<file path="config.mk">
export PLATFORM = sky130hd
export DESIGN_NAME = fp_special_pipe
export DESIGN_NICKNAME = d
export VERILOG_FILES = /design/src/rtl/fp_pkg.sv /design/src/rtl/fp_lzc.sv /design/src/rtl/fp_special_pipe.sv
export SDC_FILE = /design/constraint.sdc
export NUM_CORES = 1
export LEC_CHECK = 0
export CAP_MARGIN = 20
export CELL_PAD_IN_SITES_DETAIL_PLACEMENT = 1
export CELL_PAD_IN_SITES_GLOBAL_PLACEMENT = 1
export CORE_AREA = 2 2 66 130
export CTS_CLUSTER_DIAMETER = 100
export DETAILED_ROUTE_END_ITERATION = 12
export DIE_AREA = 0 0 68 132
export PLACE_DENSITY_LB_ADDON = 0.1
export SLEW_MARGIN = 20
export SYNTH_ARGS = -nofsm -noshare
export SYNTH_HDL_FRONTEND = slang
export SYNTH_HIERARCHICAL = 1
export SYNTH_SLANG_ARGS = --single-unit
</file>
<file path="constraint.sdc">
create_clock -name clk -period 2.87 [get_ports clk]
set_clock_uncertainty 0.15 [all_clocks]
set_input_delay 0.4305 -clock clk [delete_from_list [all_inputs] [get_ports clk]]
set_output_delay 0.4305 -clock clk [all_outputs]
set_load 0.01 [all_outputs]
</file>
<file path="src/rtl/fp_pkg.sv">
// Shared class codes and canonical-NaN helper for the floating-point special-case pipeline.
package fp_pkg;

  typedef enum logic [2:0] {
    ZERO    = 3'd0,
    SUBNORM = 3'd1,
    NORMAL  = 3'd2,
    PINF    = 3'd3,
    NINF    = 3'd4,
    NAN     = 3'd5
  } fp_class_e;

  // Quiet-NaN stored mantissa: only the MSB of an mant_w-bit field set.
  function automatic logic [63:0] qnan_mant(input int mant_w);
    qnan_mant = 64'd1 << (mant_w - 1);
  endfunction

endpackage

</file>
<file path="src/rtl/fp_lzc.sv">
// Combinational leading-zero counter; an all-zero input returns W.
module fp_lzc #(
  parameter int W = 10
) (
  input  logic [W-1:0]             data_i,
  output logic [$clog2(W+1)-1:0]   lz_o
);

  localparam int CW = $clog2(W + 1);

  logic found;

  always_comb begin
    lz_o  = CW'(W);
    found = 1'b0;
    for (int i = W - 1; i >= 0; i--) begin
      if (!found && data_i[i]) begin
        lz_o  = CW'(W - 1 - i);
        found = 1'b1;
      end
    end
  end

endmodule

</file>
<file path="src/rtl/fp_special_pipe.sv">
// Two-stage IEEE-754 special-case classifier with subnormal pre-normalisation.
// Optional per-class output counters are built when FP_SPECIAL_STATS_EN is defined.
module fp_special_pipe
  import fp_pkg::*;
#(
  parameter int EXP_W  = 5,
  parameter int MANT_W = 10
`ifdef FP_SPECIAL_STATS_EN
  ,
  parameter int CNT_W  = 16
`endif
) (
  input  logic                clk,
  input  logic                rst_n,
  input  logic                enable,
  input  logic                mode_sqrt,
  input  logic                in_valid,
  output logic                in_ready,
  input  logic                in_sign,
  input  logic [EXP_W-1:0]    in_exp,
  input  logic [MANT_W-1:0]   in_mant,
  output logic                out_valid,
  input  logic                out_ready,
  output logic [2:0]          out_class,
  output logic                is_nan,
  output logic                is_pinf,
  output logic                is_ninf,
  output logic                is_zero,
  output logic                is_normal,
  output logic                is_subnormal,
  output logic                sign_out,
  output logic [EXP_W-1:0]    exp_out,
  output logic [MANT_W-1:0]   mant_out,
  output logic [EXP_W+1:0]    norm_exp,
  output logic [MANT_W-1:0]   norm_mant
`ifdef FP_SPECIAL_STATS_EN
  ,
  input  logic                stats_clr,
  output logic [CNT_W-1:0]    stats_nan,
  output logic [CNT_W-1:0]    stats_inf,
  output logic [CNT_W-1:0]    stats_sub
`endif
);

  localparam int BIAS = 2 ** (EXP_W - 1) - 1;
  localparam int LZW  = $clog2(MANT_W + 1);
  localparam int NW   = EXP_W + 2;
  localparam logic [MANT_W-1:0] QNAN_MANT = MANT_W'(qnan_mant(MANT_W));

  logic adv;
  logic exp_ones, exp_zero, mant_zero;
  fp_class_e cls_d;
  logic [LZW-1:0] lz_d;

  logic              s1_valid_q;
  fp_class_e         s1_class_q;
  logic              s1_sign_q;
  logic [EXP_W-1:0]  s1_exp_q;
  logic [MANT_W-1:0] s1_mant_q;
  logic [LZW-1:0]    s1_lz_q;

  logic              sign_d;
  logic [EXP_W-1:0]  exp_d;
  logic [MANT_W-1:0] mant_d;
  logic [NW-1:0]     nexp_d;
  logic [MANT_W-1:0] nmant_d;
  logic [5:0]        flags_d;

  logic              out_valid_q;
  logic [2:0]        out_class_q;
  logic [5:0]        flags_q;
  logic              sign_q;
  logic [EXP_W-1:0]  exp_q;
  logic [MANT_W-1:0] mant_q;
  logic [NW-1:0]     nexp_q;
  logic [MANT_W-1:0] nmant_q;

  // Whole pipe stalls together; bubbles are carried, not squeezed out.
  assign adv      = enable && (!out_valid_q || out_ready);
  assign in_ready = adv && rst_n;

  assign exp_ones  = &in_exp;
  assign exp_zero  = ~|in_exp;
  assign mant_zero = ~|in_mant;

  fp_lzc #(.W(MANT_W)) u_lzc (
    .data_i (in_mant),
    .lz_o   (lz_d)
  );

  always_comb begin
    cls_d = ZERO;
    if (exp_ones && !mant_zero)
      cls_d = NAN;
    else if (mode_sqrt && in_sign && !(exp_zero && mant_zero) && !exp_ones)
      cls_d = NAN;
    else if (exp_ones)
      cls_d = in_sign ? NINF : PINF;
    else if (!exp_zero)
      cls_d = NORMAL;
    else if (!mant_zero)
      cls_d = SUBNORM;
  end

  always_comb begin
    sign_d  = s1_sign_q;
    exp_d   = s1_exp_q;
    mant_d  = s1_mant_q;
    nexp_d  = '0;
    nmant_d = '0;
    flags_d = 6'b000001 << s1_class_q;
    case (s1_class_q)
      NAN: begin
        sign_d = 1'b1;
        exp_d  = '1;
        mant_d = QNAN_MANT;
      end
      NORMAL: begin
        nexp_d  = NW'({2'b00, s1_exp_q}) - NW'(BIAS);
        nmant_d = s1_mant_q;
      end
      // Subnormal value = 0.mant * 2^(1-BIAS); shift the leading 1 out as the implicit bit.
      SUBNORM: begin
        nexp_d  = NW'(0) - NW'(BIAS) - NW'(s1_lz_q);
        nmant_d = s1_mant_q << (s1_lz_q + LZW'(1));
      end
      default: ;
    endcase
  end

  always_ff @(posedge clk or negedge rst_n) begin
    if (!rst_n) begin
      s1_valid_q  <= 1'b0;
      s1_class_q  <= ZERO;
      s1_sign_q   <= 1'b0;
      s1_exp_q    <= '0;
      s1_mant_q   <= '0;
      s1_lz_q     <= '0;
      out_valid_q <= 1'b0;
      out_class_q <= '0;
      flags_q     <= '0;
      sign_q      <= 1'b0;
      exp_q       <= '0;
      mant_q      <= '0;
      nexp_q      <= '0;
      nmant_q     <= '0;
    end else if (!enable) begin
      s1_valid_q  <= 1'b0;
      out_valid_q <= 1'b0;
    end else if (adv) begin
      s1_valid_q  <= in_valid;
      s1_class_q  <= cls_d;
      s1_sign_q   <= in_sign;
      s1_exp_q    <= in_exp;
      s1_mant_q   <= in_mant;
      s1_lz_q     <= lz_d;
      out_valid_q <= s1_valid_q;
      out_class_q <= s1_class_q;
      flags_q     <= flags_d;
      sign_q      <= sign_d;
      exp_q       <= exp_d;
      mant_q      <= mant_d;
      nexp_q      <= nexp_d;
      nmant_q     <= nmant_d;
    end
  end

  assign out_valid    = out_valid_q;
  assign out_class    = out_class_q;
  assign is_zero      = flags_q[0];
  assign is_subnormal = flags_q[1];
  assign is_normal    = flags_q[2];
  assign is_pinf      = flags_q[3];
  assign is_ninf      = flags_q[4];
  assign is_nan       = flags_q[5];
  assign sign_out     = sign_q;
  assign exp_out      = exp_q;
  assign mant_out     = mant_q;
  assign norm_exp     = nexp_q;
  assign norm_mant    = nmant_q;

`ifdef FP_SPECIAL_STATS_EN
  logic [CNT_W-1:0] nan_cnt_q, inf_cnt_q, sub_cnt_q;
  logic             out_hs;

  assign out_hs = out_valid_q && out_ready;

  // Saturating counters; clear wins over a same-cycle increment.
  always_ff @(posedge clk or negedge rst_n) begin
    if (!rst_n) begin
      nan_cnt_q <= '0;
      inf_cnt_q <= '0;
      sub_cnt_q <= '0;
    end else if (stats_clr) begin
      nan_cnt_q <= '0;
      inf_cnt_q <= '0;
      sub_cnt_q <= '0;
    end else if (out_hs) begin
      if (flags_q[5] && (nan_cnt_q != '1))
        nan_cnt_q <= nan_cnt_q + CNT_W'(1);
      if ((flags_q[3] || flags_q[4]) && (inf_cnt_q != '1))
        inf_cnt_q <= inf_cnt_q + CNT_W'(1);
      if (flags_q[1] && (sub_cnt_q != '1))
        sub_cnt_q <= sub_cnt_q + CNT_W'(1);
    end
  end

  assign stats_nan = nan_cnt_q;
  assign stats_inf = inf_cnt_q;
  assign stats_sub = sub_cnt_q;
`endif

endmodule

</file>
==> flow_summary.json <==
{
  "status": "finished, final reports clean",
  "wl_mm": 9.65,
  "crit_slowest_cell": "clkdlybuf4s50_1",
  "r2r_cells": 5,
  "synth_ff_type": "dfrtp_1",
  "critPathMaxStageDelay_ns": 0.53,
  "drt_pass1_iterations": 4,
  "crit_path_cell_trace": "clkdlybuf4s50_1 -> nand2b_1 -> and3_1 -> clkdlybuf4s50_1",
  "htreeDepth": 3,
  "crit_fanout": 5,
  "peakVddDrop_uv": 485,
  "worstPathRequired_ns": 2.29,
  "max_freq_mhz": 419,
  "yosysWarnings": 6,
  "worstSetupPathType": "input pin to primary output",
  "crit_path_start_kind": "input pin",
  "fp.dieH_um": 132,
  "ctsHoldBuffers": 0,
  "die-area_sq_mm": 0.00898,
  "synth_area_sq_mm": 0.00327,
  "clk_pin_slew_ns": 0.05,
  "arrival_ns": 1.81,
  "via_per_inst": 5.62,
  "synth_cell_type_count": 52,
  "drv_slew": 0,
  "cts_root_buf": "clkbuf_16",
  "drtIter0Drc": 161,
  "layout-drive-gt1-share_pct": 8.46,
  "powerDensity_mw_per_mm2": 705,
  "total_power_mw": 3.04,
  "start_util_pct": 41.1,
  "area_growth_pct": 32.1,
  "async_flop_share_pct": 100,
  "cts_inserted_buffers": 9,
  "fin_setup_tns_ns": 0,
  "syn_avg_cell_area_sq_um": 9.72,
  "grt_max_degree": 67,
  "numClockSinks": 66,
  "cts_resized": 0,
  "via_count": 2798,
  "slew-limit-headroom_pct": 43.5,
  "worst_path_most_repeated_cell": "clkdlybuf4s50_1",
  "cts_tree": "done",
  "ys_ff_latch": 66,
  "max-cap-violations": 0,
  "rrSetupSlack_ns": 0.51,
  "post_cts_buffers": 0,
  "reg2reg_from": "s1_lz_q[1]",
  "drc_errors": 0,
  "pin_count": 66,
  "period_needed_ns": 2.39,
  "core_area_sq_mm": 0.00794,
  "ys_seq_area_share_pct": 50.6,
  "fin_crit_sh_pct": 83.1,
  "hpwl_mm": 7.04,
  "rr_endpoint": "norm_mant[8]",
  "rows": 46,
  "syn_inst": 336,
  "gr-total-overflow": 0,
  "portBuffers": 65,
  "syn_nets": 362,
  "antenna_cells": 0,
  "synth_edf_count": 0,
  "setup_viol": 0,
  "p_leak_nw": 1.92,
  "cts_max_path_buffers": 2,
  "hold_viol": 0,
  "rsz0062_at_grt": "false",
  "end_kind": "primary output",
  "grt_antenna_before_repair": 0,
  "chipWidth_um": 68,
  "grt_use_total_pct": 23.2,
  "clkLatencyLatePin_ns": 0.33,
  "detail-route-antenna-nets": 0,
  "worst_pin_slew_ns": 0.847,
  "gp_congestion": 0.829,
  "grt_pass1_vias": 2902,
  "wl_per_cell_um": 19.4,
  "min_path_type": "input pin to asynchronous set/reset pin",
  "nets": 425,
  "grt_pass1_wl_mm": 15.3
}
-- area by class of cell --
cell class / count / area, sq um
Multi-Input combinational cell: 243 / 1490
Sequential cell: 66 / 1650
Tap cell: 96 / 120
Timing Repair Buffer: 72 / 698
Clock inverter: 2 / 60.1
Clock buffer: 12 / 267
Fill cell: 920 / 3630
Inverter: 7 / 26.3
-- state kept, by name, indices dropped and copies added (netlist names) --
register    flops
exp_out         5
flags_q         6
mant_out       10
norm_exp        6
norm_mant      10
out_class       3
out_valid       1
s1_class_q      3
s1_exp_q        5
s1_lz_q         4
s1_mant_q      10
s1_sign_q       1
s1_valid_q      1
sign_out        1
-- worst max path at each step --
| stage | cells past startpoint | to | slack, ns | start |
|---|---|---|---|---|
| after floorplan | 6 | norm_mant[8] | 0.93 | s1_lz_q[1] |
| after global placement | 6 | s1_lz_q[0] | 0.47 | in_mant[9] |
| after detailed placement | 6 | s1_lz_q[0] | 0.45 | in_mant[8] |
| after CTS | 4 | in_ready | 0.47 | out_ready |
| after global routing | 4 | in_ready | 0.42 | out_ready |
| final | 4 | in_ready | 0.48 | out_ready |
-- power breakdown --
| part | internal [mW] | switching, mW |
|---|---|---|
| Combinational | 0.347 | 0.316 |
| Sequential | 1.05 | 0.121 |
| Clock | 0.821 | 0.383 |
| Total | 2.22 | 0.820 |
-- worst max-delay path, delay by kind of cell --
kind / cells / cell delay (ns)
buffers and inverters: 2 / 1.01
and+or+nand+nor: 2 / 0.37
-- kinds of logic after synthesis --
family / Yosys count / share of synthesized area [%]
AOI/OAI and AO/OA: 69 / 15.1
xor gates and xnor gates: 7 / 2.11
adders and majority gates: 4 / 1.53
buffers and inverters: 27 / 3.95
DFF: 66 / 50.6
muxes: 16 / 6.44
and+or+nand+nor: 147 / 20.3
-- Yosys cell counts (4+ instances only) --
| cell type | n | area [sq um] |
|---|---|---|
| a21oi_1 | 5 | 25.0 |
| a22o_1 | 9 | 78.8 |
| a22oi_1 | 9 | 67.6 |
| buf_2 | 4 | 20.0 |
| clkbuf_1 | 12 | 45.0 |
| dfrtp_1 | 66 | 1650 |
| ha_1 | 4 | 50.1 |
| inv_1 | 7 | 26.3 |
| mux2_2 | 4 | 45.0 |
| mux2i_1 | 9 | 90.1 |
| nand2_1 | 85 | 319 |
| nand3_1 | 7 | 35.0 |
| nor2_1 | 24 | 90.1 |
| nor4_1 | 4 | 25.0 |
| o21ai_0 | 17 | 85.1 |
| o22a_1 | 8 | 70.1 |
-- per-layer routing --
layer	GRT usage, %	wire length, um
met1	25.1	3540
met2	41.7	5630
met3	4.36	260
met4	9.56	220
met5	0	0
-- metrics by stage --
stage	setup WS [ns]	cell area (sq um)	utilization, %	hold WS (ns)	cells
CTS	0.467	4310	54.3	0.201	498
floorplan	0.935	3270	-	-0.0151	336
global route	0.424	4310	54.3	0.246	498
detailed placement	0.450	3990	50.2	0.323	484
finish	0.484	4310	54.3	0.166	498
global placement	0.472	3990	50.2	0.311	484
-- placed cells by master (no fill, tap or decap), types with 4 or more instances in the layout --
cell and count:
a21oi_1 5, mux2_2 4, clkdlybuf4s50_1 64, a22oi_1 9, inv_1 7, nand3_1 7, o22a_1 8, nor4_1 4
clkbuf_16 9, dfrtp_1 66, a22o_1 9, nand2_1 84, nor2_1 23, mux2i_1 9, o21ai_0 17, buf_4 7
ha_1 4
(Power assumes the default switching activity.)
